**src/rtl/latch_arbiter.sv**
```systemverilog
// Round-robin owner of a shared 8-bit register bank for four requesters.
// A grant loads the owner's byte, holds the bank for HOLD cycles, then releases it.
module latch_arbiter #(
  parameter int HOLD = 3
) (
  input  logic        CLK,
  input  logic        Clrn,
  input  logic [3:0]  Req,
  input  logic [31:0] Din,
  input  logic        Flush,
  output logic [3:0]  Grant,
  output logic [3:0]  Ack,
  output logic [7:0]  Q,
  output logic [1:0]  Owner,
  output logic        Busy
);

  typedef enum logic [1:0] {
    ST_IDLE = 2'd0,
    ST_LOAD = 2'd1,
    ST_HOLD = 2'd2
  } state_t;

  localparam logic [3:0] HOLD_M1 = 4'(HOLD - 1);

  state_t      state_q, state_d;
  logic [3:0]  grant_q, grant_d;
  logic [3:0]  ack_q, ack_d;
  logic [7:0]  q_q, q_d;
  logic [1:0]  owner_q, owner_d;
  logic [1:0]  last_q, last_d;
  logic [3:0]  cnt_q, cnt_d;
  logic        busy_q, busy_d;
  logic [2:0]  pick_s;
  logic [7:0]  q_sel_s;

  function automatic logic [3:0] onehot(input logic [1:0] idx);
    logic [3:0] v;
    v = 4'b0000;
    v[idx] = 1'b1;
    return v;
  endfunction

  // Returns {found, index}: first set request after 'last', wrapping modulo 4.
  function automatic logic [2:0] rr_pick(input logic [3:0] req, input logic [1:0] last);
    logic       found;
    logic [1:0] sel;
    logic [1:0] idx;
    found = 1'b0;
    sel   = 2'd0;
    for (int i = 1; i <= 4; i++) begin
      idx = last + i[1:0];
      if (!found && req[idx]) begin
        found = 1'b1;
        sel   = idx;
      end else begin
        found = found;
      end
    end
    return {found, sel};
  endfunction

  // Next-state and registered-output computation.
  always_comb begin
    state_d = state_q;
    grant_d = grant_q;
    ack_d   = 4'b0000;
    owner_d = owner_q;
    last_d  = last_q;
    cnt_d   = cnt_q;
    q_sel_s = q_q;
    pick_s  = rr_pick(Req, last_q);
    case (state_q)
      ST_IDLE: begin
        if (pick_s[2]) begin
          state_d = ST_LOAD;
          grant_d = onehot(pick_s[1:0]);
          owner_d = pick_s[1:0];
        end else begin
          state_d = ST_IDLE;
        end
      end
      ST_LOAD: begin
        q_sel_s = Din[{owner_q, 3'b000} +: 8];
        ack_d   = onehot(owner_q);
        cnt_d   = HOLD_M1;
        state_d = ST_HOLD;
      end
      ST_HOLD: begin
        if ((cnt_q == 4'd0) || !Req[owner_q]) begin
          state_d = ST_IDLE;
          grant_d = 4'b0000;
          last_d  = owner_q;
        end else begin
          cnt_d = cnt_q - 4'd1;
        end
      end
      default: begin
        state_d = ST_IDLE;
        grant_d = 4'b0000;
      end
    endcase
    // Flush wins over a same-cycle load; the Ack is unaffected.
    q_d    = Flush ? 8'h00 : q_sel_s;
    busy_d = (state_d != ST_IDLE);
  end

  // State and output registers with asynchronous clear.
  always_ff @(posedge CLK or negedge Clrn) begin
    if (!Clrn) begin
      state_q <= ST_IDLE;
      grant_q <= 4'b0000;
      ack_q   <= 4'b0000;
      q_q     <= 8'h00;
      owner_q <= 2'd3;
      last_q  <= 2'd3;
      cnt_q   <= 4'd0;
      busy_q  <= 1'b0;
    end else begin
      state_q <= state_d;
      grant_q <= grant_d;
      ack_q   <= ack_d;
      q_q     <= q_d;
      owner_q <= owner_d;
      last_q  <= last_d;
      cnt_q   <= cnt_d;
      busy_q  <= busy_d;
    end
  end

  assign Grant = grant_q;
  assign Ack   = ack_q;
  assign Q     = q_q;
  assign Owner = owner_q;
  assign Busy  = busy_q;

endmodule

```
**config.mk**
```make
export PLATFORM = sky130hd
export DESIGN_NAME = latch_arbiter
export DESIGN_NICKNAME = d
export VERILOG_FILES = /design/src/rtl/latch_arbiter.sv
export SDC_FILE = /design/constraint.sdc
export NUM_CORES = 1
export LEC_CHECK = 0
export ABC_AREA = 0
export ABC_CLOCK_PERIOD_IN_PS = 2000
export BUFFER_PORTS_ARGS = -buffer_cell sky130_fd_sc_hd__buf_2
export CELL_PAD_IN_SITES_DETAIL_PLACEMENT = 2
export CELL_PAD_IN_SITES_GLOBAL_PLACEMENT = 2
export CORE_ASPECT_RATIO = 0.6
export CORE_MARGIN = 10
export CORE_UTILIZATION = 28
export DETAILED_ROUTE_END_ITERATION = 7
export PLACE_DENSITY_LB_ADDON = 0.1
export SLEW_MARGIN = 20
export SYNTH_ARGS = -nofsm -noshare
export SYNTH_HDL_FRONTEND = slang
export SYNTH_SLANG_ARGS = --single-unit
```
**constraint.sdc**
```tcl
create_clock -name CLK -period 2 [get_ports CLK]
set_input_delay 0.3 -clock CLK [delete_from_list [all_inputs] [get_ports CLK]]
set_output_delay 0.3 -clock CLK [all_outputs]
set_load 0.01 [all_outputs]
```
Word level (Yosys, flattened, before mapping):

Index checks and enable logic that the tools add are counted.
Widths: inputs -> output; s select.

* logic and storage cells: 79
* input port bits: 39
* register bits after elaboration: 27
* output and inout port bits: 19

* shifts and indexed selects: 1
* bitwise gates (word level): 1
* $lt $le $gt $ge: 8
* reductions and logical operators: 19
* mux-type cells: 33
* $add $sub $neg: 4
* equal/unequal tests: 5

Operators by type and width (number)
* $shiftx 32x6->8: 1
* $lt 2x3->1 const B: 6
* $mux 4: 4
* $mux 8: 2
* $mux 1: 12
* $pmux 4 s3: 1
* $bmux 1 s2: 5
* $mux 2: 5
* $pmux 4 s2: 1
* $ne 2x2->1 const B: 3
* $pmux 2 s3: 1
* $reduce_and 2->1: 3
* $reduce_bool 2->1: 3
* $logic_and 1x1->1: 5
* $add 2x2->2 const B: 2
* $demux 1 s2: 2
* $ge 2x1->1 const B: 2
* $logic_not 1->1: 4
* $logic_not 4->1: 1
* $sub 4x1->4 const B: 1
* $reduce_and 3->1: 1
* $add 2x1->2 const B: 1
* $eq 2x1->1 const B: 1
* $eq 2x2->1 const B: 1
* 3 further kinds: 3

Logic depth before layout (Yosys ltp):

* depth in word-level cells: 19
* gate-level depth with buffers: 6
* mapped depth without buffers: 6

Least setup slack after synthesis:

Ideal clock, no wire load.

* path kind: register -> register
* start point: register owner_q[0], in the netlist Owner[0]
* end point: register last_q[0]
* setup time: 0.082 ns
* buffers on the path: 1
* clock period less this slack: 1.831 ns
* data arrival time: 1.749 ns
* setup slack: 0.169 ns
* stages on the path, launching flop included: 6
* required time: 1.918 ns
* path through: dfstp_2 buf_6 mux4_2 nand2_2 and2_4 mux2_4

* word-level cells in the longest chain between the ends: 5

RTL lines
* from (decl): RTL line 30 `logic [1:0] owner_q, owner_d;`
* from (signal assigned): RTL line 124 `owner_q <= owner_d;`
* $bmux 1 s2: RTL line 90 `if ((cnt_q == 4'd0) || !Req[owner_q]) begin`
* $mux 1 (implied by the code): RTL line 90
* $logic_not 1->1: RTL line 90
* $logic_or 1x1->1: RTL line 90
* $reduce_and 2->1 (no source line)
* to (signal assigned): RTL line 125 `last_q <= last_d;`
* to (decl): RTL line 31 `logic [1:0] last_q, last_d;`

Several ways; a longest one is shown, not always the timed one. The select of a mux whose other input is x is not followed.
A chain may end at the register's enable or synchronous reset.

Worst setup path in the final report:

* start point: register cnt_q[1]
* end point: register grant_q[1], in the netlist Grant[1]

* word-level cells in the longest chain between the ends: 4

RTL lines
* from (decl): RTL line 32 `logic [3:0] cnt_q, cnt_d;`
* from (signal assigned): RTL line 126 `cnt_q <= cnt_d;`
* $logic_not 4->1: RTL line 90
* $logic_or 1x1->1: RTL line 90
* $ne 2x2->1 (no source line)
* $reduce_and 3->1 (no source line)
* to (signal assigned): RTL line 121 `grant_q <= grant_d;`
* to (decl): RTL line 27 `logic [3:0] grant_q, grant_d;`

Every way passes these cells.

==> impl_metrics.prom <==
# TYPE chip_impl_metric gauge
chip_impl_info{name="status",value="finished clean"} 1
chip_impl_info{name="cts_tree",value="built"} 1
chip_impl_metric{name="cts.clk_slew.worst_paths",unit="ps"} 110
chip_impl_metric{name="fin_cells",unit=""} 251
chip_impl_info{name="cp_cell_sequence",value="inv_1, ha_1, or3b_2, nand3_2, o21ai_2, a22o_1"} 1
chip_impl_info{name="yosysMostFrequentCell",value="sky130_fd_sc_hd__dfrtp_1"} 1
chip_impl_metric{name="drv_cap",unit=""} 0
chip_impl_metric{name="cts_hold_buf",unit=""} 0
chip_impl_info{name="min_path_type",value="primary input to asynchronous set/reset pin"} 1
chip_impl_metric{name="cts_buffers",unit=""} 3
chip_impl_metric{name="async_flop_share",unit="%"} 100
chip_impl_metric{name="worst_case_reg_to_reg_path_depth",unit=""} 6
chip_impl_metric{name="number_of_synthesized_flops_with_an_enable_pin",unit=""} 0
chip_impl_metric{name="finalHoldViolations",unit=""} 0
chip_impl_info{name="grt_setup_unrepaired",value="false"} 1
chip_impl_metric{name="layout.core_utilization",unit="%"} 37.0
chip_impl_metric{name="cellLeakagePower",unit="nW"} 0.900
chip_impl_metric{name="ir_worst_vdd",unit="mV"} 0.415
chip_impl_metric{name="route.detailed.vias_per_inst",unit=""} 5.01
chip_impl_metric{name="placementRows",unit=""} 20
chip_impl_info{name="setup.worst_path.class",value="register to register"} 1
chip_impl_metric{name="post_synthesis_mux_area_share",unit="%"} 17.9
chip_impl_metric{name="cells_after_synthesis",unit=""} 126
chip_impl_metric{name="layout_fillers",unit=""} 553
chip_impl_metric{name="power.density",unit="nW/µm²"} 1400
chip_impl_metric{name="synthesis.area",unit="µm²"} 1440
chip_impl_info{name="worstSetupStartpoint",value="cnt_q[1]"} 1
chip_impl_metric{name="detail-route-antenna-nets",unit=""} 0
chip_impl_metric{name="finalSetupViolCount",unit=""} 0
chip_impl_metric{name="design.die.area",unit="µm²"} 8510
chip_impl_metric{name="port-buffer-count",unit=""} 57
chip_impl_metric{name="multiInputGateArea",unit="µm²"} 708
chip_impl_metric{name="io-pin-count",unit=""} 58
chip_impl_metric{name="tightest_slew",unit="ps"} 644
chip_impl_info{name="top_family_by_delay_on_critical_path",value="simple AND/OR/NAND/NOR gates"} 1
chip_impl_metric{name="synth_xor_area_share",unit="%"} 0
chip_impl_metric{name="cts_htree_levels",unit=""} 1
chip_impl_metric{name="register_area",unit="µm²"} 681
chip_impl_info{name="synth.top_cells.by_count",value="23 x sky130_fd_sc_hd__dfrtp_1, 19 x sky130_fd_sc_hd__nand2_1, 11 x sky130_fd_sc_hd__a21oi_1"} 1
chip_impl_metric{name="width_of_the_die",unit="µm"} 113
chip_impl_info{name="post_synth_main_area_contributors",value="sky130_fd_sc_hd__dfrtp_1 40%, sky130_fd_sc_hd__mux4_2 7.8%, sky130_fd_sc_hd__dfstp_2 7.3%"} 1
chip_impl_metric{name="synthesis.yosys.warnings",unit=""} 0
chip_impl_info{name="combinational_family_with_the_most_area_after_synthesis",value="multiplexers"} 1
chip_impl_metric{name="groute.layer.met2.usage",unit="%"} 20.4
chip_impl_metric{name="slew_headroom",unit="%"} 57.0
chip_impl_metric{name="post_cts_resize_count",unit=""} 0
chip_impl_metric{name="post-route-period-util",unit="%"} 93.2
chip_impl_metric{name="setup_slack_on_the_worst_flop_to_flop_path",unit="ps"} 140
chip_impl_info{name="synth_flop_cell",value="sky130_fd_sc_hd__dfrtp_1"} 1
chip_impl_metric{name="gp_routability_congestion",unit=""} 0.714
chip_impl_metric{name="post_synth_fa_ha_maj_area_fraction",unit="%"} 0.869
chip_impl_info{name="cts_root_buffer",value="sky130_fd_sc_hd__clkbuf_8"} 1
chip_impl_metric{name="num_antenna_cells",unit=""} 0
chip_impl_metric{name="achievable-frequency",unit="MHz"} 536
chip_impl_metric{name="cp.arrival",unit="ps"} 2050
chip_impl_info{name="worst_r2r_startpoint",value="cnt_q[1]"} 1
chip_impl_info{name="globalRoute.busiestLayer",value="met2"} 1
chip_impl_metric{name="wire_length_of_the_first_global_routing_pass",unit="µm"} 7760
chip_impl_metric{name="finalNetCount",unit=""} 226
chip_impl_metric{name="post_cts.repair.setup_buffers",unit=""} 0
chip_impl_metric{name="synth_area_per_cell",unit="µm²"} 11.4
chip_impl_info{name="slowest_stage_cell_on_the_critical_path",value="sky130_fd_sc_hd__or3b_2"} 1
chip_impl_metric{name="hold_ws",unit="ps"} 29.7
chip_impl_metric{name="drc",unit=""} 0
chip_impl_metric{name="drt_pass1_iterations",unit=""} 4
chip_impl_metric{name="clock_sink_count",unit=""} 27
chip_impl_metric{name="grt_met1_usage",unit="%"} 13.4
chip_impl_metric{name="routed_wl",unit="µm"} 4940
chip_impl_metric{name="critical-path-max-stage-delay",unit="ps"} 500
chip_impl_metric{name="area_delta_synth_final",unit="%"} 29.1
chip_impl_metric{name="gr-total-overflow",unit=""} 0
chip_impl_metric{name="pre_cts_slack",unit="ps"} 144
chip_impl_info{name="worst_r2r_endpoint",value="Grant[1]"} 1
chip_impl_metric{name="proportion_of_layout_cells_with_a_drive_suffix_above_1",unit="%"} 45.4
chip_impl_metric{name="synth-seq-area-share",unit="%"} 47.3
chip_impl_metric{name="netlist-cell-type-count",unit=""} 40
chip_impl_metric{name="post_synthesis_register_bit_count",unit=""} 27
chip_impl_metric{name="finalSetupTns",unit="ps"} 0
chip_impl_metric{name="highest_fanout_seen_on_the_critical_path",unit=""} 5
chip_impl_metric{name="largest_net_degree_at_the_start_of_global_routing",unit=""} 28
chip_impl_info{name="synth.largest_area_cell",value="sky130_fd_sc_hd__dfrtp_1"} 1
chip_impl_metric{name="route.detailed.wl_per_inst",unit="µm"} 19.7
chip_impl_metric{name="core_region_area",unit="µm²"} 5030
chip_impl_metric{name="initial_drc_count",unit=""} 30
chip_impl_metric{name="final.setup_skew",unit="ps"} 11.7
chip_impl_metric{name="die_y",unit="µm"} 75.6
chip_impl_metric{name="number_of_antenna_violations_at_the_first_check_in_global_routing",unit=""} 0
chip_impl_metric{name="drv_slew",unit=""} 0
chip_impl_metric{name="start_util",unit="%"} 28.6
chip_impl_metric{name="setup_slack",unit="ps"} 136
chip_impl_metric{name="final_period_minus_worst_setup_slack",unit="ps"} 1860
chip_impl_metric{name="grt_util_all_layers",unit="%"} 11.3
chip_impl_metric{name="globalRouteMet3Util",unit="%"} 3.38
chip_impl_metric{name="clock_path_buffers",unit=""} 2
chip_impl_metric{name="post-place-cells",unit=""} 247
chip_impl_metric{name="syn_nets",unit=""} 166
chip_impl_info{name="worstSetupStartpointType",value="register"} 1
chip_impl_metric{name="required",unit="ps"} 2180
chip_impl_metric{name="crit_buf_inv",unit=""} 1
chip_impl_metric{name="grt_pass1_vias",unit=""} 1473
chip_impl_metric{name="compound_gate_portion_of_the_synthesized_area",unit="%"} 12.8
chip_impl_metric{name="insertion_delay",unit="ps"} 290
chip_impl_metric{name="synth_simple_gate_area_share",unit="%"} 17.6
chip_impl_info{name="end_kind",value="register"} 1
chip_impl_metric{name="hpwl",unit="µm"} 3960
chip_impl_metric{name="synthDominantCellAreaShare",unit="%"} 40.0
chip_impl_metric{name="dr_total_vias",unit=""} 1258
-- power breakdown --
group          total, W  internal, W  switching (W)
combinational   0.00131     0.000603       0.000706
sequential     0.000955     0.000771       0.000184
clock          0.000342     0.000147       0.000196
-- area by class of cell --
type / instances / area share, %
Tap cell: 66 / 4.44
Clock buffer: 3 / 2.22
Timing Repair Buffer: 62 / 17.4
Inverter: 4 / 0.808
Clock inverter: 1 / 0.471
Multi-Input combinational cell: 88 / 38.1
Sequential cell: 27 / 36.6
-- state kept, by name (all words and copies together) (netlist names) --
signal	flops
Grant	4
state_q	2
cnt_q	4
last_q	2
Q	8
Owner	2
Busy	1
Ack	4
-- layout by cell type, fill, tap and decap left out, types with 2 or more instances in the layout --
cell type / Yosys / layout
sky130_fd_sc_hd__o2bb2ai_1: 2 / 2
sky130_fd_sc_hd__a22o_1: 2 / 2
sky130_fd_sc_hd__nand3_1: 3 / 3
sky130_fd_sc_hd__buf_2: 2 / 57
sky130_fd_sc_hd__o21ai_0: 4 / 4
sky130_fd_sc_hd__nand2b_1: 4 / 4
sky130_fd_sc_hd__nor2b_1: 3 / 3
sky130_fd_sc_hd__dfrtp_1: 23 / 23
sky130_fd_sc_hd__buf_4: 0 / 5
sky130_fd_sc_hd__mux2_4: 2 / 2
sky130_fd_sc_hd__a21oi_1: 11 / 11
sky130_fd_sc_hd__mux4_1: 4 / 4
sky130_fd_sc_hd__dfstp_2: 4 / 4
sky130_fd_sc_hd__inv_1: 4 / 4
sky130_fd_sc_hd__nor3_1: 4 / 4
sky130_fd_sc_hd__nand2_1: 19 / 19
sky130_fd_sc_hd__nor2_1: 4 / 4
sky130_fd_sc_hd__mux4_2: 5 / 5
sky130_fd_sc_hd__clkbuf_8: 0 / 3
sky130_fd_sc_hd__and3_1: 2 / 2
-- routing by layer --
metal	part of all wire, %	wire length [µm]
met5	0	0
met4	0.53	26
met1	44	2160
met3	4.7	234
met2	51	2520
-- cell families after synthesis --
family                     Yosys count
buffers and inverters               11
AOI/OAI and AO/OA                   27
adders and majority gates            1
muxes                               12
and+or+nand+nor                     48
DFF                                 27
-- how the worst max path moves through the flow --
stage	endpoint	slack [ps]	cells past startpoint
detailed placement	last_q[0]	140	6
floorplan	last_q[0]	170	5
global route	last_q[0]	60	6
global placement	last_q[0]	250	6
finish	Grant[1]	140	6
CTS	last_q[0]	140	6
-- through the flow --
step                      instance area, µm²  power, W
final                                   1860   0.00261
after global routing                    1860   0.00281
after CTS                               1860   0.00265
after detailed placement                1810   0.00230
after global placement                  1810   0.00221
after floorplan                         1440   0.00179
Note: power is estimated with default switching activity, not from simulation.
